## src/rtl/tern_pp_accum.sv

```systemverilog
// -----------------------------------------------------------------------------
// tern_pp_accum
//   Accumulator stage of a digit-serial balanced-ternary multiplier. Each cycle
//   it may take one partial-product vector (a times one digit of b, b fed
//   LSB-first). It shift-adds these vectors into a 2p-digit product and
//   presents the finished product on a valid/ready output register.
//   Digit code: 2'b00=-1, 2'b01=0, 2'b10=+1, 2'b11=illegal (read as 0).
//
// Build option
//   TERN_ACC_DIGIT_CHK_EN : flag 2'b11 digits on accepted cycles in err
//
// Ports
//   clk        rising-edge clock
//   rst_n      asynchronous active-low reset
//   pp_valid   pp_i/pp_first/pp_last valid (no backpressure)
//   pp_first   vector for b digit 0 (starts a product)
//   pp_last    vector for b digit p-1 (ends a product)
//   pp_i       p partial-product digits, digit k at [2k+1:2k]
//   res_valid  res_o holds an unconsumed product
//   res_ready  consumer accepts res_o when res_valid && res_ready
//   res_o      2p product digits, LSB digit at [1:0]
//   busy       a product is being accumulated
//   err        sticky protocol/digit error
//   ovf        sticky: a product was committed over an unconsumed one
// -----------------------------------------------------------------------------
module tern_pp_accum #(
    parameter int p = 33
) (
    input  logic           clk,
    input  logic           rst_n,
    input  logic           pp_valid,
    input  logic           pp_first,
    input  logic           pp_last,
    input  logic [2*p-1:0] pp_i,
    output logic           res_valid,
    input  logic           res_ready,
    output logic [4*p-1:0] res_o,
    output logic           busy,
    output logic           err,
    output logic           ovf
);

    typedef enum logic {IDLE, ACC} state_e;

    localparam int            CW       = (p > 1) ? $clog2(p) : 1;
    localparam logic [CW-1:0] LAST_IDX = CW'(p - 1);
    localparam logic [2*p-1:0] ZERO_P  = {p{2'b01}};

    state_e                 state_q, state_d;
    logic [CW-1:0]          cnt_q, cnt_d;
    logic [p-1:0][1:0]      acc_hi_q, acc_hi_d;
    logic [p-1:0][1:0]      acc_lo_q, acc_lo_d;
    logic [2*p-1:0][1:0]    res_q, res_d;
    logic                   res_valid_q, res_valid_d;
    logic                   err_q, err_d;
    logic                   ovf_q, ovf_d;

    logic [p-1:0][1:0]      pp_v;
    logic [p:0][1:0]        s;
    logic [p-1:0][1:0]      lo_base;
    logic [p-1:0][1:0]      lo_new;
    logic                   accept;
    logic                   commit;
    logic                   proto_err;
    logic                   digit_err;
    logic [CW-1:0]          idx;

    assign pp_v = pp_i;

    // Digit code to signed value; the illegal code reads as zero.
    function automatic logic signed [2:0] dec(input logic [1:0] c);
        case (c)
            2'b00:   dec = 3'b111;
            2'b10:   dec = 3'b001;
            default: dec = 3'b000;
        endcase
    endfunction

    // s = acc_hi + pp_i, balanced-ternary ripple add producing p+1 digits.
    // A new product starts from an all-zero high half.
    always_comb begin
        logic signed [2:0] carry;
        logic signed [2:0] sum;
        carry = 3'b000;
        sum   = 3'b000;
        s     = '0;
        for (int k = 0; k < p; k++) begin
            sum = (pp_first ? 3'sd0 : dec(acc_hi_q[k])) + dec(pp_v[k]) + carry;
            case (sum)
                3'b011:  begin s[k] = 2'b01; carry = 3'b001; end // +3
                3'b010:  begin s[k] = 2'b00; carry = 3'b001; end // +2
                3'b001:  begin s[k] = 2'b10; carry = 3'b000; end // +1
                3'b111:  begin s[k] = 2'b00; carry = 3'b000; end // -1
                3'b110:  begin s[k] = 2'b10; carry = 3'b111; end // -2
                3'b101:  begin s[k] = 2'b01; carry = 3'b111; end // -3
                default: begin s[k] = 2'b01; carry = 3'b000; end //  0
            endcase
        end
        case (carry)
            3'b001:  s[p] = 2'b10;
            3'b111:  s[p] = 2'b00;
            default: s[p] = 2'b01;
        endcase
    end

    // Digit 0 of the step sum enters the low half from the top, so after p
    // steps the first sum digit has walked down to product digit 0.
    assign lo_base = pp_first ? ZERO_P : acc_lo_q;
    generate
        if (p > 1) begin : g_lo_shift
            assign lo_new = {s[0], lo_base[p-1:1]};
        end else begin : g_lo_single
            assign lo_new = s[0];
        end
    endgenerate

`ifdef TERN_ACC_DIGIT_CHK_EN
    always_comb begin
        digit_err = 1'b0;
        for (int k = 0; k < p; k++) begin
            if (pp_v[k] == 2'b11) digit_err = 1'b1;
        end
    end
`else
    assign digit_err = 1'b0;
`endif

    // Sequencing: idx is the b digit position of the incoming vector.
    always_comb begin
        state_d   = state_q;
        cnt_d     = cnt_q;
        commit    = 1'b0;
        proto_err = 1'b0;
        accept    = pp_valid && (pp_first || state_q == ACC);
        idx       = pp_first ? '0 : cnt_q;
        if (pp_valid && !accept) proto_err = 1'b1;
        if (accept) begin
            if (state_q == ACC && pp_first) proto_err = 1'b1;
            if (pp_last && idx == LAST_IDX) begin
                commit  = 1'b1;
                state_d = IDLE;
                cnt_d   = '0;
            end else if (pp_last || idx == LAST_IDX) begin
                proto_err = 1'b1;
                state_d   = IDLE;
                cnt_d     = '0;
            end else begin
                state_d = ACC;
                cnt_d   = idx + CW'(1);
            end
        end
    end

    always_comb begin
        acc_hi_d    = accept ? s[p:1] : acc_hi_q;
        acc_lo_d    = accept ? lo_new : acc_lo_q;
        res_d       = commit ? {s[p:1], lo_new} : res_q;
        // A commit in the same cycle as a handshake keeps res_valid high.
        res_valid_d = commit ? 1'b1 : (res_valid_q && res_ready) ? 1'b0 : res_valid_q;
        ovf_d       = ovf_q | (commit & res_valid_q & ~res_ready);
        err_d       = err_q | proto_err | (accept & digit_err);
    end

    always_ff @(posedge clk or negedge rst_n) begin
        if (!rst_n) begin
            state_q     <= IDLE;
            cnt_q       <= '0;
            acc_hi_q    <= ZERO_P;
            acc_lo_q    <= ZERO_P;
            res_q       <= {2{ZERO_P}};
            res_valid_q <= 1'b0;
            err_q       <= 1'b0;
            ovf_q       <= 1'b0;
        end else begin
            state_q     <= state_d;
            cnt_q       <= cnt_d;
            acc_hi_q    <= acc_hi_d;
            acc_lo_q    <= acc_lo_d;
            res_q       <= res_d;
            res_valid_q <= res_valid_d;
            err_q       <= err_d;
            ovf_q       <= ovf_d;
        end
    end

    assign res_o     = res_q;
    assign res_valid = res_valid_q;
    assign busy      = (state_q == ACC);
    assign err       = err_q;
    assign ovf       = ovf_q;

endmodule
```

## config.mk

```make
export PLATFORM = sky130hd
export DESIGN_NAME = tern_pp_accum
export DESIGN_NICKNAME = d
export VERILOG_FILES = /design/src/rtl/tern_pp_accum.sv
export SDC_FILE = /design/constraint.sdc
export NUM_CORES = 1
export LEC_CHECK = 0
export CORE_MARGIN = 1
export CORE_UTILIZATION = 56
export CTS_BUF_LIST = sky130_fd_sc_hd__clkbuf_8 sky130_fd_sc_hd__clkbuf_16
export DETAILED_ROUTE_END_ITERATION = 12
export PLACE_DENSITY_LB_ADDON = 0.15
export SETUP_SLACK_MARGIN = 0.3
export SYNTH_ARGS = -nofsm -noshare
export SYNTH_HDL_FRONTEND = slang
export SYNTH_SLANG_ARGS = --single-unit
```

## constraint.sdc

```tcl
create_clock -name clk -period 44.4 [get_ports clk]
set_input_delay 4.44 -clock clk [delete_from_list [all_inputs] [get_ports clk]]
set_output_delay 4.44 -clock clk [all_outputs]
set_load 0.01 [all_outputs]
```

; ---- Yosys cells after proc, flatten, opt, wreduce, memory -nomap -nowiden
; Cells that the tools add are included.
[totals]
latchBits = 0
mem_count = 0
reg_bits = 274
rom_bits = 0
output_inout_bits = 136
word_cells = 863
ram_bits = 0
in_bits = 72
[op_classes]
shift = 0
magnitude_cmp = 0
n_addsub = 66
mux = 181
reduce_logical = 207
n_bitwise = 5
div = 0
mul = 0
eq_ne = 267
[op_table]
columns = op, n
row1 = 3-bit one-hot mux with 2 select lines, 99
row2 = 3-bit equality test (second input constant), 100
row3 = 2-bit OR reduction, 132
row4 = 3-bit by 2-bit equality test with 1-bit output (second input constant), 66
row5 = 3-bit adder, 65
row6 = 2-bit one-hot mux with 2 select lines, 34
row7 = 2-bit equality test (second input constant), 66
row8 = 2-bit zero test, 66
row9 = 3-bit by 1-bit equality test with 1-bit output (second input constant), 34
row10 = 3-bit 2-to-1 mux, 33
row11 = 66-bit 2-to-1 mux, 1
row12 = 6-bit 2-to-1 mux, 3
row13 = 1-bit 2-to-1 mux, 11
row14 = 6-bit by 1-bit adder with 6-bit output (second input constant), 1
row15 = 6-bit equality test (second input constant), 1
row16 = 1-bit logical AND, 5
row17 = 1-bit AND, 2
row18 = 1-bit logical OR, 2
row19 = 1-bit OR, 2
row20 = 2-bit nonzero test, 1
row21 = 1-bit zero test, 1
row22 = 1-bit inverter, 1

; ---- Longest topological paths before layout
[depth]
depth_word = 137
ltp_mapped = 171
mapped_depth_nobuf = 167

; ---- Least setup slack after synthesis
; OpenSTA, ideal clock, no wires.
[synth_path]
kind = input -> register
from = input port pp_first
to = register res_q, in the netlist res_o[130]
setup_time_ps = 79
arrival_time_ps = 45540
cell_stages = 161
required_time_ps = 44321
setup_slack_ps = -1218
n_path_buf = 16
path_cell_list = buf_2 > clkbuf_1 > buf_1 > nor2_1 > ha_1 > inv_1 > fa_1 > clkbuf_1 > xnor2_1 > and2_1 > fa_1 > ha_1 > nand2b_1 > a21oi_1 > fa_1 > ha_1 > buf_1 > xnor2_1 > [125 not listed] > fa_1 > ha_1 > nand2b_1 > a21oi_1 > fa_1 > ha_1 > xnor2_1 > nor2_1 > fa_1 > ha_1 > xnor2_1 > nor2_1 > fa_1 > ha_1 > xnor3_1 > nand2b_1 > xnor2_1 > o21ai_0
[synth_via]
elab_chain_cells = 135
elab_cells_between_ends = 339
classes_between = add/sub (65) / eq/ne (135) / mux (70) / reduce/logical (69)
[synth_lines]
columns = element, line_no
row1 = from (decl), 32  ; input logic pp_first,
row2 = 3-bit 2-to-1 mux, 88  ; sum = (pp_first ? 3'sd0 : dec(acc_hi_q[k])) + dec(pp_v[k]) + carry;
row3 = 3-bit adder, 88
row4 = 3-bit equality test or 3-bit by 2-bit equality test with 1-bit output (tied branches), 89  ; case (sum)
row5 = 2-bit OR reduction (no line), n/a
row6 = 3-bit one-hot mux with 2 select lines, 89
row7 = 3-bit adder, 88
row8 = 3-bit equality test or 3-bit by 2-bit equality test with 1-bit output (tied branches), 89
row9 = 2-bit OR reduction (no line), n/a
row10 = [119 not listed], n/a
row11 = 2-bit OR reduction (no line), n/a
row12 = 3-bit one-hot mux with 2 select lines, 89
row13 = 3-bit adder, 88
row14 = 3-bit equality test or 3-bit by 2-bit equality test with 1-bit output (tied branches), 89
row15 = 2-bit OR reduction (no line), n/a
row16 = 3-bit one-hot mux with 2 select lines, 89
row17 = 3-bit equality test or 3-bit by 1-bit equality test with 1-bit output (tied branches), 99  ; case (carry)
row18 = 2-bit one-hot mux with 2 select lines, 99
row19 = to (signal assigned), 170  ; res_q <= {2{ZERO_P}};
row20 = to (signal assigned), 179  ; res_q <= res_d;
row21 = to (decl), 53  ; logic [2*p-1:0][1:0] res_q, res_d;
; Several ways; a longest one is shown, not always the timed one.
; A chain may end at the register's enable or synchronous reset.

; ---- Worst setup path in the final report
[layout_path]
from = input port pp_i[1]
to = register res_q, in the netlist res_o[130]
[layout_via]
elab_chain_cells = 136
elab_cells_between_ends = 270
classes_between = add/sub (33) / eq/ne (135) / mux (35) / reduce/logical (67)
[layout_lines]
columns = element, line_no
row1 = from (decl), 34  ; input logic [2*p-1:0] pp_i,
row2 = 2-bit equality test or 2-bit zero test (tied branches), 72  ; case (c)
row3 = 3-bit one-hot mux with 2 select lines (*), 72
row4 = 3-bit adder (*), 88
row5 = 3-bit equality test or 3-bit by 2-bit equality test with 1-bit output (tied branches), 89
row6 = 2-bit OR reduction (no line), n/a
row7 = 3-bit one-hot mux with 2 select lines (*), 89
row8 = 3-bit adder (*), 88
row9 = 3-bit equality test or 3-bit by 2-bit equality test with 1-bit output (tied branches), 89
row10 = [120 not listed], n/a
row11 = 2-bit OR reduction (no line), n/a
row12 = 3-bit one-hot mux with 2 select lines (*), 89
row13 = 3-bit adder (*), 88
row14 = 3-bit equality test or 3-bit by 2-bit equality test with 1-bit output (tied branches), 89
row15 = 2-bit OR reduction (no line), n/a
row16 = 3-bit one-hot mux with 2 select lines (*), 89
row17 = 3-bit equality test or 3-bit by 1-bit equality test with 1-bit output (tied branches), 99
row18 = 2-bit one-hot mux with 2 select lines (*), 99
; Every way passes the cells marked *; elsewhere a longest branch is shown, timed or not.

==> results by group <==
Detailed routing
  • Via count: 11175
  • Vias per inst: 5.31
  • Average routed wire per standard cell: 15.8 um
  • Aggregate routed wire length: 33.2 mm
  • Residual DRC: 0
  • Number of routed nets with antenna violations: 0
  • Router iterations before antenna repair: 5
  • Initial DRC Count: 583

Setup path
  • Reg-to-reg startpoint: acc_hi_q[0]
  • WP data required: 44900 ps
  • Crit path max fanout: 5
  • Slowest cell on crit path: fa_2
  • Worst R2R Setup Slack: 5170 ps
  • Crit path kind: in2reg
  • CP arrival: 43380 ps
  • Largest stage delay, worst path: 640 ps
  • Most used cell, CP: fa_2
  • Crit end category: flip-flop
  • Reg2reg end: res_o[130]
  • Reg2reg path depth: 154
  • Startpoint types: input port

Clock tree
  • CTS clk-pin slew, worst paths: 60 ps
  • Worst skew pair latency: 580 ps
  • CTS Sinks: 272
  • CTS H-tree lvls: 1
  • CTS tree: yes
  • Clock Tree Root: clkbuf_16
  • Total CTS buffers: 31
  • Post-CTS Hold Buffers: 0
  • Max Root-Sink Buffers: 3

Logic synthesis
  • Post-synth ARST share: 100%
  • Net count after synthesis: 1709
  • Synth warn: 0
  • Avg Cell Area, Syn: 10.0 um2
  • Gate Count Post-Synth: 1537
  • Register area share after synthesis: 45.3%
  • Post-synth top area share: 22.9%
  • Mapped Area: 15400 um2
  • Top post-synthesis cells by count: 317 x nand2_1, 189 x o21ai_0, 141 x dfrtp_1, 131 x dfstp_2, 116 x nor2_1
  • EDFF count, synth: 0
  • Top post-synthesis cells by area: dfrtp_1 23%, dfstp_2 22%, fa_1 8.4%
  • #FFs+latches synth: 272
  • Top FF cell, synth: dfrtp_1
  • Post-synth cell types: 42
  • Most frequent cell after synthesis: nand2_1
  • Area leader, netlist: dfrtp_1

Timing
  • Slew Viols, Final: 0
  • Worst-Margin Slew: 1040 ps
  • Hold slack: 458 ps
  • Setup WS post-layout: 1520 ps
  • Final period utilization: 96.6%
  • Post-layout minimum cycle time: 42880 ps
  • RSZ-0062 raised after global routing: false
  • FMAX: 23.3 MHz
  • Final Setup Violations: 0
  • Final hold violations: 0
  • Relative slew slack: 30.8%
  • Final setup skew: 15.3 ps

Die
  • Core area: 27000 um2
  • IO Pins: 208
  • Die Wd: 168 um
  • Starting density of the core: 57.2%
  • Die area: 28200 um2
  • FP Rows: 60
  • Chip height: 168 um

Cells and area
  • Share of cells above drive strength 1: 21.4%
  • Antenna cells: 0
  • Fill cell count: 1921
  • Layout net count: 1910
  • Post-Layout Inst Area: 19700 um2
  • Area Growth Syn to Fin: 27.9%
  • Final Util: 73.1%

GRT
  • First-pass GRT wire length: 55.1 mm
  • Tot GR Track Use: 24.0%
  • Largest net degree at the start of global routing: 131
  • Vias in the first global route: 11248
  • Overflow after GRT: 0
  • Antenna violations before repair: 0

Place
  • Detailed placer's ending HPWL: 22.5 mm
  • Dpl ws: -1310 ps
  • PortBufs: 207
  • Placed inst area: 17900 um2
  • Final RePlAce weighted congestion: 0.835

Worst hold path
  • Worst hold stages: 2
  • Worst hold start: res_o[32]
  • Worst hold endpoint: res_o[32]
  • HP Class: reg2reg

Status
  • Run status: complete, no violations

Job
  • Max cap viols: 0
-- area by class of cell --
type / instances / area [um2] / area share, %
clock buffers: 39 / 897 / 4.55
repair buffers: 256 / 2440 / 12.4
inverters: 38 / 143 / 0.724
multi-input cells: 1139 / 8530 / 43.3
flip-flops and latches: 272 / 6970 / 35.4
clock inverters: 19 / 289 / 1.47
well taps: 341 / 427 / 2.17
-- worst max-delay path, delay by kind of cell --
kind                       cells  cell delay, ps
AOI/OAI and AO/OA              4             430
xor gates and xnor gates      51           11130
adders and majority gates     63           22350
buffers and inverters          2             620
and+or+nand+nor               33            4330
-- cells in the final DEF (no fill, tap or decap), drive strengths merged, types with 12 or more instances in the layout --
| cell | n |
|---|---|
| a21oi | 20 |
| buf | 51 |
| clkbuf | 39 |
| clkdlybuf4s50 | 204 |
| dfrtp | 141 |
| dfstp | 131 |
| fa | 65 |
| ha | 35 |
| inv | 42 |
| nand2 | 317 |
| nand2b | 84 |
| nand3b | 12 |
| nor2 | 116 |
| nor3 | 37 |
| o21a | 13 |
| o21ai | 266 |
| o22a | 17 |
| xnor2 | 81 |
| xnor3 | 32 |
| xor3 | 12 |
-- logic make-up (layout without fill, tap and decap cells) --
logic type      after synthesis  after routing  share of synthesized area [%]
buf+inv                     126            352                           3.93
simple gates                583            583                           16.5
flops                       272            272                           45.3
compound gates              323            323                           11.4
mux                           4              4                          0.292
fa+ha+maj                   100            100                           11.3
xor+xnor                    129            129                           11.4
-- stage by stage --
| step | std cells | setup TNS, ps |
|---|---|---|
| 5_1_grt | 2104 | 0 |
| 3_5_place_dp | 2026 | -10470 |
| 3_3_place_gp | 2026 | -1130 |
| 2_1_floorplan | 1537 | 0 |
| 6_report | 2104 | 0 |
| 4_1_cts | 2091 | 0 |
-- state kept, by name (all words and copies together), names as in the netlist --
| signal | flops |
|---|---|
| cnt_q | 6 |
| ovf | 1 |
| busy | 1 |
| res_o | 132 |
| err | 1 |
| res_valid | 1 |
| acc_lo_q | 64 |
| acc_hi_q | 66 |
-- metal layers --
metal | GRT usage (%) | up-vias | routed length, um | share of wire (%)
met5 | 0 | - | 0 | 0
met4 | 5.11 | 0 | 450 | 1.4
met3 | 3.06 | 37 | 1320 | 4.0
met2 | 41.3 | 229 | 16500 | 50
met1 | 32.7 | 5437 | 14900 | 45
li1 | - | 5472 | - | -
-- how the worst max path moves through the flow --
stage | startpoint | end | depth (start not counted)
floorplan | pp_first | res_o[130] | 163
global placement | pp_i[0] | acc_hi_q[64] | 151
detailed placement | pp_i[0] | acc_hi_q[64] | 149
CTS | pp_i[0] | acc_hi_q[64] | 162
global route | pp_i[1] | res_o[129] | 150
finish | pp_i[1] | res_o[130] | 153
-- repair_timing --
item	in CTS	in global routing
setup buffers	7	13
gates cloned	0	0
endpoints found under the setup margin	12	12
gates resized for setup	34	78
pin swaps	22	56
Power is not shown: default switching activity piles up to over one toggle a cycle in this logic, so the estimate is an artifact.
